[src/rtl/rf_pkg.sv]
// Shared sizing constants for the eight-entry SRM register file.
package rf_pkg;
  localparam int DATA_W = 16;
  localparam int ADDR_W = 3;
  localparam int NREGS  = 8;
endpackage

[src/rtl/reg_file_reg_load.sv]
// Single register with load enable and asynchronous active-high clear.
module reg_load
  import rf_pkg::*;
#(
  parameter int W = DATA_W
) (
  input  logic         clk,
  input  logic         reset,
  input  logic         load,
  input  logic [W-1:0] d,
  output logic [W-1:0] q
);

  logic [W-1:0] r_q;

  // Storage element; reset wins over a coincident load.
  always_ff @(posedge clk or posedge reset) begin
    if (reset) begin
      r_q <= {W{1'b0}};
    end else if (load) begin
      r_q <= d;
    end else begin
      r_q <= r_q;
    end
  end

  assign q = r_q;

endmodule

[src/rtl/reg_file.sv]
// Eight-entry register file: one synchronous write port, one combinational read port.
module reg_file #(
  parameter int DATA_W = rf_pkg::DATA_W,
  parameter int ADDR_W = rf_pkg::ADDR_W
) (
  input  logic [DATA_W-1:0] data_in,
  input  logic [ADDR_W-1:0] writenum,
  input  logic              write,
  input  logic [ADDR_W-1:0] readnum,
  input  logic              clk,
  output logic [DATA_W-1:0] data_out,
  input  logic              reset
);
  import rf_pkg::*;

  localparam int NR = 1 << ADDR_W;

  logic [NR-1:0]     w_wr_sel;
  logic [NR-1:0]     w_load_en;
  logic [NR-1:0]     w_rd_sel;
  logic [DATA_W-1:0] w_regs [NR];
  logic [DATA_W-1:0] w_rd_data;

  function automatic logic [NR-1:0] dec_onehot(input logic [ADDR_W-1:0] a);
    logic [NR-1:0] v;
    v = {NR{1'b0}};
    for (int i = 0; i < NR; i++) begin
      v[i] = (a == ADDR_W'(i));
    end
    return v;
  endfunction

  assign w_wr_sel  = dec_onehot(writenum);
  assign w_load_en = w_wr_sel & {NR{write}};
  assign w_rd_sel  = dec_onehot(readnum);

  for (genvar g = 0; g < NR; g++) begin : g_regs
    reg_load #(.W(DATA_W)) u_reg (
      .clk   (clk),
      .reset (reset),
      .load  (w_load_en[g]),
      .d     (data_in),
      .q     (w_regs[g])
    );
  end

  // One-hot AND-OR read mux; no write bypass, so reads see the pre-edge value.
  always_comb begin
    w_rd_data = {DATA_W{1'b0}};
    for (int i = 0; i < NR; i++) begin
      w_rd_data = w_rd_data | (w_regs[i] & {DATA_W{w_rd_sel[i]}});
    end
  end

  assign data_out = w_rd_data;

endmodule

[config.mk]
export PLATFORM = sky130hd
export DESIGN_NAME = reg_file
export DESIGN_NICKNAME = d
export VERILOG_FILES = /design/src/rtl/rf_pkg.sv /design/src/rtl/reg_file_reg_load.sv /design/src/rtl/reg_file.sv
export SDC_FILE = /design/constraint.sdc
export NUM_CORES = 1
export LEC_CHECK = 0
export BUFFER_PORTS_ARGS = -buffer_cell sky130_fd_sc_hd__buf_2
export CAP_MARGIN = 25
export CORE_ASPECT_RATIO = 1.1
export CORE_MARGIN = 4
export CORE_UTILIZATION = 42
export CTS_BUF_LIST = sky130_fd_sc_hd__clkbuf_8
export DETAILED_ROUTE_END_ITERATION = 16
export GPL_ROUTABILITY_DRIVEN = 1
export GPL_TIMING_DRIVEN = 1
export HOLD_SLACK_MARGIN = 0.12
export PLACE_DENSITY = 0.63
export SLEW_MARGIN = 20
export SYNTH_ARGS = -nofsm -noshare
export SYNTH_HDL_FRONTEND = slang
export SYNTH_SLANG_ARGS = --single-unit
[constraint.sdc]
create_clock -name clk -period 6 [get_ports clk]
set_clock_uncertainty 0.05 [all_clocks]
set_input_delay 0.3 -clock clk [delete_from_list [all_inputs] [get_ports clk]]
set_output_delay 0.3 -clock clk [all_outputs]
set_load 0.05 [all_outputs]
* Word-level counts from Yosys, hierarchy flattened
Cells that the tools add are included.
** Word-level totals
- Logic and storage cells :: 40
- Output and inout port bits :: 16
- Register bits :: 128
** Cells by class
- Bitwise gates (word level) :: 16
- Reductions and logical operators :: 2
- Equality and inequality tests :: 14
** Operators with widths (count)
- bitwise AND 16 bit :: 8
- OR 16 bit :: 7
- equality test 3 bit, second input constant :: 8
- equality test 3 x 2 -> 1 bit, second input constant :: 4
- bitwise AND 8 bit :: 1
- equality test 3 x 1 -> 1 bit, second input constant :: 2
- logical NOT 3 bit :: 2

* Depth between registers and ports, before layout
Gate-level depths: netlist (run 1).
- Word-level depth :: 9
- Depth in mapped cells :: 5

* Cells and area by module
From an unflattened synthesis (run 1), not the netlist that was laid out.
** Second synthesis, totals
- Cells, all modules :: 350
- Area, all modules :: 6354.8 sq um
** By module, submodules not included
- reg_load :: area an instance 653.1 sq um, instances 8, sequential area each 400.4 sq um, cells each 35
- reg_file :: area an instance 1129.8 sq um, instances 1, sequential area each 0.0 sq um, cells each 70

* Worst setup path after synthesis (run 1)
OpenSTA, ideal clock, no wires.
- Path kind :: input to output
- From :: input port readnum[0]
- To :: output port data_out[10]
- Path buffers :: 2
- Stages on the path :: 4
- Data required time :: 5.650 ns
- Path slack :: 4.186 ns
- Data arrival time :: 1.464 ns
- Cell sequence :: buf_6 -> buf_6 -> mux4_1 -> mux2_2
** Between the ends
- Cells in the longest elaborated chain, start to end :: 9
** RTL lines
- start: declaration :: RTL line reg_file.sv:9 : input logic [ADDR_W-1:0] readnum,
- equality test 3 x 1 -> 1 bit / logical NOT 3 bit (equally long branches) :: RTL line reg_file.sv:28 : v[i] = (a == ADDR_W'(i));
- bitwise AND 16 bit :: RTL line reg_file.sv:51 : w_rd_data = w_rd_data | (w_regs[i] & {DATA_W{w_rd_sel[i]}});
- OR 16 bit (6 in series) :: RTL line reg_file.sv:51
- OR 16 bit (*) :: RTL line reg_file.sv:51
- end: declaration :: RTL line reg_file.sv:11 : output logic [DATA_W-1:0] data_out,
Mark *: on every way between the ends. The rest lies on a longest branch, timed or not.

* Worst setup path after layout (run 1)
- From :: input port readnum[0]
- To :: output port data_out[15]
The elaborated chain is that of the path after synthesis.

==> flow_summary.ini, run 1 <==
[drt]
drt-initial-drc-count = 148
m1WireLength_mm = 5.40
finalWirelength_mm = 11.4
route.vias.total = 3121
drcViolationCount = 0
firstDrtPassIters = 4
antenna_violating_nets_post_route = 0
wl_met2_mm = 5.59
detail_route.vias_per_cell = 5.41
top_signal_layer_used = met4
routed_wire_length_per_instance_um = 19.8
detailroute.wirelength.met3_um = 297

[floorplan]
io-pin-count = 41
dieArea_mm2 = 0.0161
design.core.area_mm2 = 0.0139
rows = 45
initial_cell_density_of_the_core_pct = 42.8
die-width_um = 121
die-height_um = 133

[cts]
cts_tree = built
clkSinkCount = 128
clock_tree.htree_level_count = 4
clk_latency_ns = 0.42
number_of_clock_buffers_inserted_by_tritoncts = 17
clockBufferDepth = 2
clock_tree.root_cell = sky130_fd_sc_hd__clkbuf_8
clkTransAtPathRegs_ns = 0.07

[synth]
netlist_area_mm2 = 0.00593
ys_types = 15
synthAdderAreaFrac_pct = 0
syn_avg_cell_area_um2 = 17.6
dominant_combinational_cell_family_by_area_after_synthesis = multiplexers
yosys.area_share.simple_pct = 1.92
synth_compound_area_share_pct = 0
synth_sequential_area_ratio_pct = 54.0
synth_mux_area_share_pct = 40.9
synth-seq-cells = 128
synthXorXnorAreaFrac_pct = 0
yosysWarningCount = 0
mappedNetlistNets = 363
post_synth_inst_count = 338

[global_route]
grt_start_max_net_pins = 85
globalRouteTotalUtil_pct = 15.3
first_pass_grt_wire_length_mm = 18.8
globalRouteOverflowTotal = 0
grt_antenna_before_repair = 0
first_global_vias = 3417

[power]
clock_power_share_pct = 28.9
power.combinational.fraction_pct = 22.8
swShare_pct = 27.5
power_report.internal_total_mw = 1.70
switching_power_mw = 0.648
p_leak_nw = 2.91
p_total_mw = 2.35
ir_worst_vdd_uv = 138
power_density_mw_per_mm2 = 355
power.sequential.fraction_pct = 48.3

[critical_path]
critical_path_class = primary input to primary output
cp_max_fo = 32
cp.required_ns = 5.65
cp-start-kind = primary input
critical_path.endpoint_type = primary output
cp_data_arrival_time_ns = 2.22

[min_path]
timing.hold.worst.class = primary input to flop

[timing]
hold_slack_ns = 0.163
rsz0062_at_grt = no
finalHoldViolCount = 0
setup_viol = 0
clock.fmax_ghz = 0.389
slew_headroom_pct = 34.4
setup_total_negative_slack_ns = 0
min_period_ns = 2.57
report.final.slew_viol_count = 0
actual_slew_at_the_worst_max_slew_pin_ns = 0.984
postLayoutSetupSlackWorst_ns = 3.43
final.period_utilization_pct = 42.9

[final_layout]
final_net_count = 402
drive_above_1_share_pct = 60.2
final_common_cell = sky130_fd_sc_hd__mux2_2
seq_area_mm2 = 0.00320
number_of_flip_flops_under_the_largest_register_name = 128
area_growth_syn_to_layout_pct = 11.8
insertedDiodeCount = 0
filler_cell_count = 1253
mostFrequentLayoutCells = sky130_fd_sc_hd__mux2_2 (144), sky130_fd_sc_hd__dfrtp_1 (128), sky130_fd_sc_hd__buf_2 (40), sky130_fd_sc_hd__mux4_1 (23), sky130_fd_sc_hd__clkbuf_8 (22)
multi_input_combinational_cell_area_mm2 = 0.00257

[place]
buffer_ports.inserted = 40
finalWeightedCongestion = 0.657
dp_hpwl_mm = 6.93
dpl_worst_slack_ns = 3.40

[outcome]
run_status = finished clean

[run]
max-cap-violations = 0
[logic make-up (layout without fill, tap and decap cells)]
| kind of cell | count (synthesis) | count (layout) |
|---|---|---|
| DFF | 128 | 128 |
| buffers and inverters | 26 | 77 |
| muxes | 176 | 176 |
| and+or+nand+nor | 8 | 8 |
[repair_timing]
item	CTS	global route
hold buffers	1	0
gates resized for setup	0	0
setup buffers	0	0
hold endpoints to repair	44	0
[synthesized netlist by cell type, drive strengths merged]
library cell | n | area, µm²
mux2 | 144 | 1620
dfrtp | 128 | 3200
mux4 | 32 | 807
buf | 24 | 178
nand4b | 3 | 45.0
nor4bb | 2 | 20.0
and4bb | 1 | 12.5
clkbuf | 1 | 5.00
inv | 1 | 3.75
nand4 | 1 | 12.5
nor4b | 1 | 23.8
[metrics by stage]
stage | util (%) | std cells | cell area [µm²]
floorplan | - | 338 | 5930
global placement | 45.1 | 545 | 6250
detailed placement | 45.1 | 545 | 6250
CTS | 47.8 | 577 | 6630
global route | 47.9 | 577 | 6630
finish | 47.9 | 577 | 6630
[path summary, 6_finish.rpt]
check                                          start  cells past startpoint  slack [ns]                     to
worst max-delay path                      readnum[0]                      4        3.43           data_out[15]
max in group asynchronous                      reset                      4        4.33   g_regs[4].u_reg.q[6]
worst min-delay path                     data_in[10]                      2        0.16  g_regs[2].u_reg.q[10]
worst min register to register  g_regs[1].u_reg.q[4]                      1        0.45   g_regs[1].u_reg.q[4]
worst max register to register  g_regs[2].u_reg.q[6]                      1        5.19   g_regs[2].u_reg.q[6]
min in group asynchronous                      reset                      3        0.43   g_regs[2].u_reg.q[8]
[power by group through the flow]
stage | sequential, mW | clock (mW) | combinational [mW]
after CTS | 1.14 | 0.699 | 0.545
final | 1.14 | 0.680 | 0.536
after detailed placement | 1.15 | 0 | 0.543
after floorplan | 1.12 | 0 | 0.453
after global routing | 1.16 | 0.741 | 0.579
after global placement | 1.14 | 0 | 0.530
[per-layer routing]
metal  GRT usage, %  vias to the layer above
met3           4.06                       13
met2           24.1                       41
met4           4.98                        0
met5              0                        -
met1           20.7                     1680
li1               -                     1387
[worst max-delay path: stages]
cell	delay [ns]
sky130_fd_sc_hd__buf_2	0.74
sky130_fd_sc_hd__mux4_1	0.66
sky130_fd_sc_hd__mux2_2	0.30
sky130_fd_sc_hd__buf_2	0.22
[layout make-up]
type | count | share of cell area (%)
clock buffer | 22 | 4.57
clock inverter | 9 | 1.00
inverter | 1 | 0.0944
multi-input combinational | 184 | 38.8
sequential | 128 | 48.3
tap | 188 | 3.55
timing repair buffer | 45 | 3.68
Note: power is estimated with default switching activity, not from simulation.
==> run 2: changes to the inputs <==
--- a/config.mk
+++ b/config.mk
@@ -5,6 +5,7 @@
 export SDC_FILE = /design/constraint.sdc
 export NUM_CORES = 1
 export LEC_CHECK = 0
+export ABC_AREA = 1
 export BUFFER_PORTS_ARGS = -buffer_cell sky130_fd_sc_hd__buf_2
 export CAP_MARGIN = 25
 export CORE_ASPECT_RATIO = 1.1
==> constraint.sdc (replaced) <==
create_clock -name clk -period 2.59 [get_ports clk]
set_clock_uncertainty 0.05 [all_clocks]
set_input_delay 0.1295 -clock clk [delete_from_list [all_inputs] [get_ports clk]]
set_output_delay 0.1295 -clock clk [all_outputs]
set_load 0.05 [all_outputs]
==> run 2 against run 1 <==
Design area rose by 5.2%; sequential cell count did not move; wire length up 48%; sequential share of layout area decreased by 2.4 points; hold slack better by 0.13 ns; setup slack worse by 2.9 ns; clock power rose to 2.5 times the previous value; register-to-register slack worse by 3.4 ns; global-route usage rose by 6.5 points; core utilization increased by 2.3 points; combinational power up 79%; critical path type unchanged; largest cell class unchanged; largest power group unchanged.
==> flow_summary.ini, run 2 <==
[outcome]
run_status = finished clean

[final_layout]
number_of_flip_flops_under_the_largest_register_name = 128
final_common_cell = sky130_fd_sc_hd__nand2_1
drive_above_1_share_pct = 11.8
design_area_mm2 = 0.00697
final_net_count = 803
area_growth_syn_to_layout_pct = 16.1
insertedDiodeCount = 0
mostFrequentLayoutCells = sky130_fd_sc_hd__nand2_1 (215), sky130_fd_sc_hd__dfrtp_1 (128), sky130_fd_sc_hd__o21ai_0 (116), sky130_fd_sc_hd__nand4_1 (96), sky130_fd_sc_hd__inv_1 (42)

[global_route]
globalRouteTotalUtil_pct = 21.8
grt_start_max_net_pins = 66
first_global_vias = 5287
grt_antenna_before_repair = 0
globalRouteOverflowTotal = 0
first_pass_grt_wire_length_mm = 27.6

[min_path]
timing.hold.worst.class = primary input to async pin

[timing]
final.period_utilization_pct = 77.8
finalHoldViolCount = 0
rsz0062_at_grt = no
actual_slew_at_the_worst_max_slew_pin_ns = 0.808
setup_viol = 0
min_period_ns = 2.02
slew_headroom_pct = 46.0
hold_slack_ns = 0.297
clock.fmax_ghz = 0.496
report.final.slew_viol_count = 0
setup_total_negative_slack_ns = 0

[cts]
clockBufferDepth = 2
clock_tree.root_cell = sky130_fd_sc_hd__clkbuf_8
post-cts-setup-buffer-count = 0
number_of_clock_buffers_inserted_by_tritoncts = 17
cts_tree = built
clk_latency_ns = 0.44
clkTransAtPathRegs_ns = 0.07
clkSinkCount = 128
clock_tree.htree_level_count = 4

[floorplan]
design.core.area_mm2 = 0.0139
rows = 45
io-pin-count = 41
dieArea_mm2 = 0.0163
die-width_um = 122
initial_cell_density_of_the_core_pct = 43.2
die-height_um = 133

[critical_path]
critical_path_class = primary input to primary output
critical_path.endpoint_type = primary output
cp-start-kind = primary input
cp_max_fo = 17
cp.required_ns = 2.41
cp_data_arrival_time_ns = 1.84

[run]
max-cap-violations = 0

[synth]
synth_sequential_area_ratio_pct = 53.3
netlist.area_leader.share_pct = 53.3
post_synth_inst_count = 738
yosysWarningCount = 0
synth-edff-count = 0
synth.most_common_cell = sky130_fd_sc_hd__nand2_1
ys_types = 14
primary_flip_flop_cell_chosen_by_synthesis_mapping = sky130_fd_sc_hd__dfrtp_1
mappedNetlistNets = 763
async_flop_share_pct = 100
yosysTopAreaCell = sky130_fd_sc_hd__dfrtp_1
synth-seq-cells = 128
netlist_area_mm2 = 0.00601
syn_avg_cell_area_um2 = 8.14
ys_top_cells_by_area = sky130_fd_sc_hd__dfrtp_1 (53%), sky130_fd_sc_hd__nand2_1 (13%), sky130_fd_sc_hd__nand4_1 (10%)
ys_top_cells_by_count = sky130_fd_sc_hd__nand2_1 (215), sky130_fd_sc_hd__dfrtp_1 (128), sky130_fd_sc_hd__o21ai_0 (116), sky130_fd_sc_hd__nand4_1 (96), sky130_fd_sc_hd__buf_2 (42)

[drt]
drcViolationCount = 0
finalWirelength_mm = 16.9
route.vias.total = 5355
drt-initial-drc-count = 504
detail_route.vias_per_cell = 5.47
firstDrtPassIters = 5
routed_wire_length_per_instance_um = 17.2
antenna_violating_nets_post_route = 0

[place]
finalWeightedCongestion = 0.784
postPlaceCellArea_mm2 = 0.00637
buffer_ports.inserted = 40
dp_hpwl_mm = 10.1

[power]
power_density_mw_per_mm2 = 753
ir_worst_vdd_uv = 388
p_leak_nw = 3.52
==> run 2: cells by family (layout without fill, tap and decap cells) <==
logic type,after synthesis,count (layout),synth area share [%]
simple gates,382,382,28.8
buf+inv,100,153,7.19
compound gates,128,128,10.7
flops,128,128,53.3
==> run 2: timing repair <==
action | in CTS | in global routing
hold endpoints to repair | 155 | 0
hold buffers | 21 | 0
gates resized for setup | 0 | 0
==> run 2: layer usage <==
layer	vias up	GRT usage, %	share of wire, %
met5	-	0	0
met4	0	7.10	1.6
li1	2577	-	-
met2	176	35.1	47
met1	2582	29.8	45
met3	20	3.95	5.7
==> run 2: area by class of cell <==
type	count	area [µm²]
clock buffers	22	303
inverters	40	154
repair buffers	81	611
clock inverters	10	93.8
well taps	188	235
multi-input cells	510	2370
flip-flops and latches	128	3200
fillers	1410	6930
==> run 2: worst max-delay path: stages <==
cell                      delay (ns)
sky130_fd_sc_hd__buf_2          0.12
sky130_fd_sc_hd__nor2_2         0.64
sky130_fd_sc_hd__buf_4          0.37
sky130_fd_sc_hd__nand3_1        0.10
sky130_fd_sc_hd__nand2_1        0.08
sky130_fd_sc_hd__nor2_1         0.04
sky130_fd_sc_hd__nand2_1        0.09
sky130_fd_sc_hd__buf_2          0.27
==> run 2: path summary, 6_finish.rpt <==
path	startpoint	to	slack, ns	cells after the start
setup / recovery	readnum[0]	data_out[14]	0.57	8
hold / removal	reset	g_regs[6].u_reg.q[15]	0.30	3
setup reg to reg	g_regs[1].u_reg.q[4]	g_regs[1].u_reg.q[4]	1.82	2
hold reg to reg	g_regs[6].u_reg.q[4]	g_regs[6].u_reg.q[4]	0.43	2
max in group asynchronous	reset	g_regs[3].u_reg.q[6]	1.32	4
min in group clk	data_in[3]	g_regs[7].u_reg.q[3]	0.39	4
==> run 2: power by group <==
| group | switching (mW) | internal [mW] |
|---|---|---|
| registers | 0.206 | 2.38 |
| logic | 0.647 | 0.309 |
| clock network | 0.746 | 0.961 |
==> run 2: through the flow <==
| stage | cells | utilization (%) | power (mW) | setup slack, ns |
|---|---|---|---|---|
| finish | 979 | 50.1 | 5.25 | 0.574 |
| global placement | 926 | 45.8 | 3.51 | 0.609 |
| detailed placement | 926 | 45.8 | 3.55 | 0.568 |
| floorplan | 738 | - | 3.27 | 0.829 |
| CTS | 979 | 50.1 | 5.29 | 0.560 |
| global route | 979 | 50.1 | 5.54 | 0.401 |
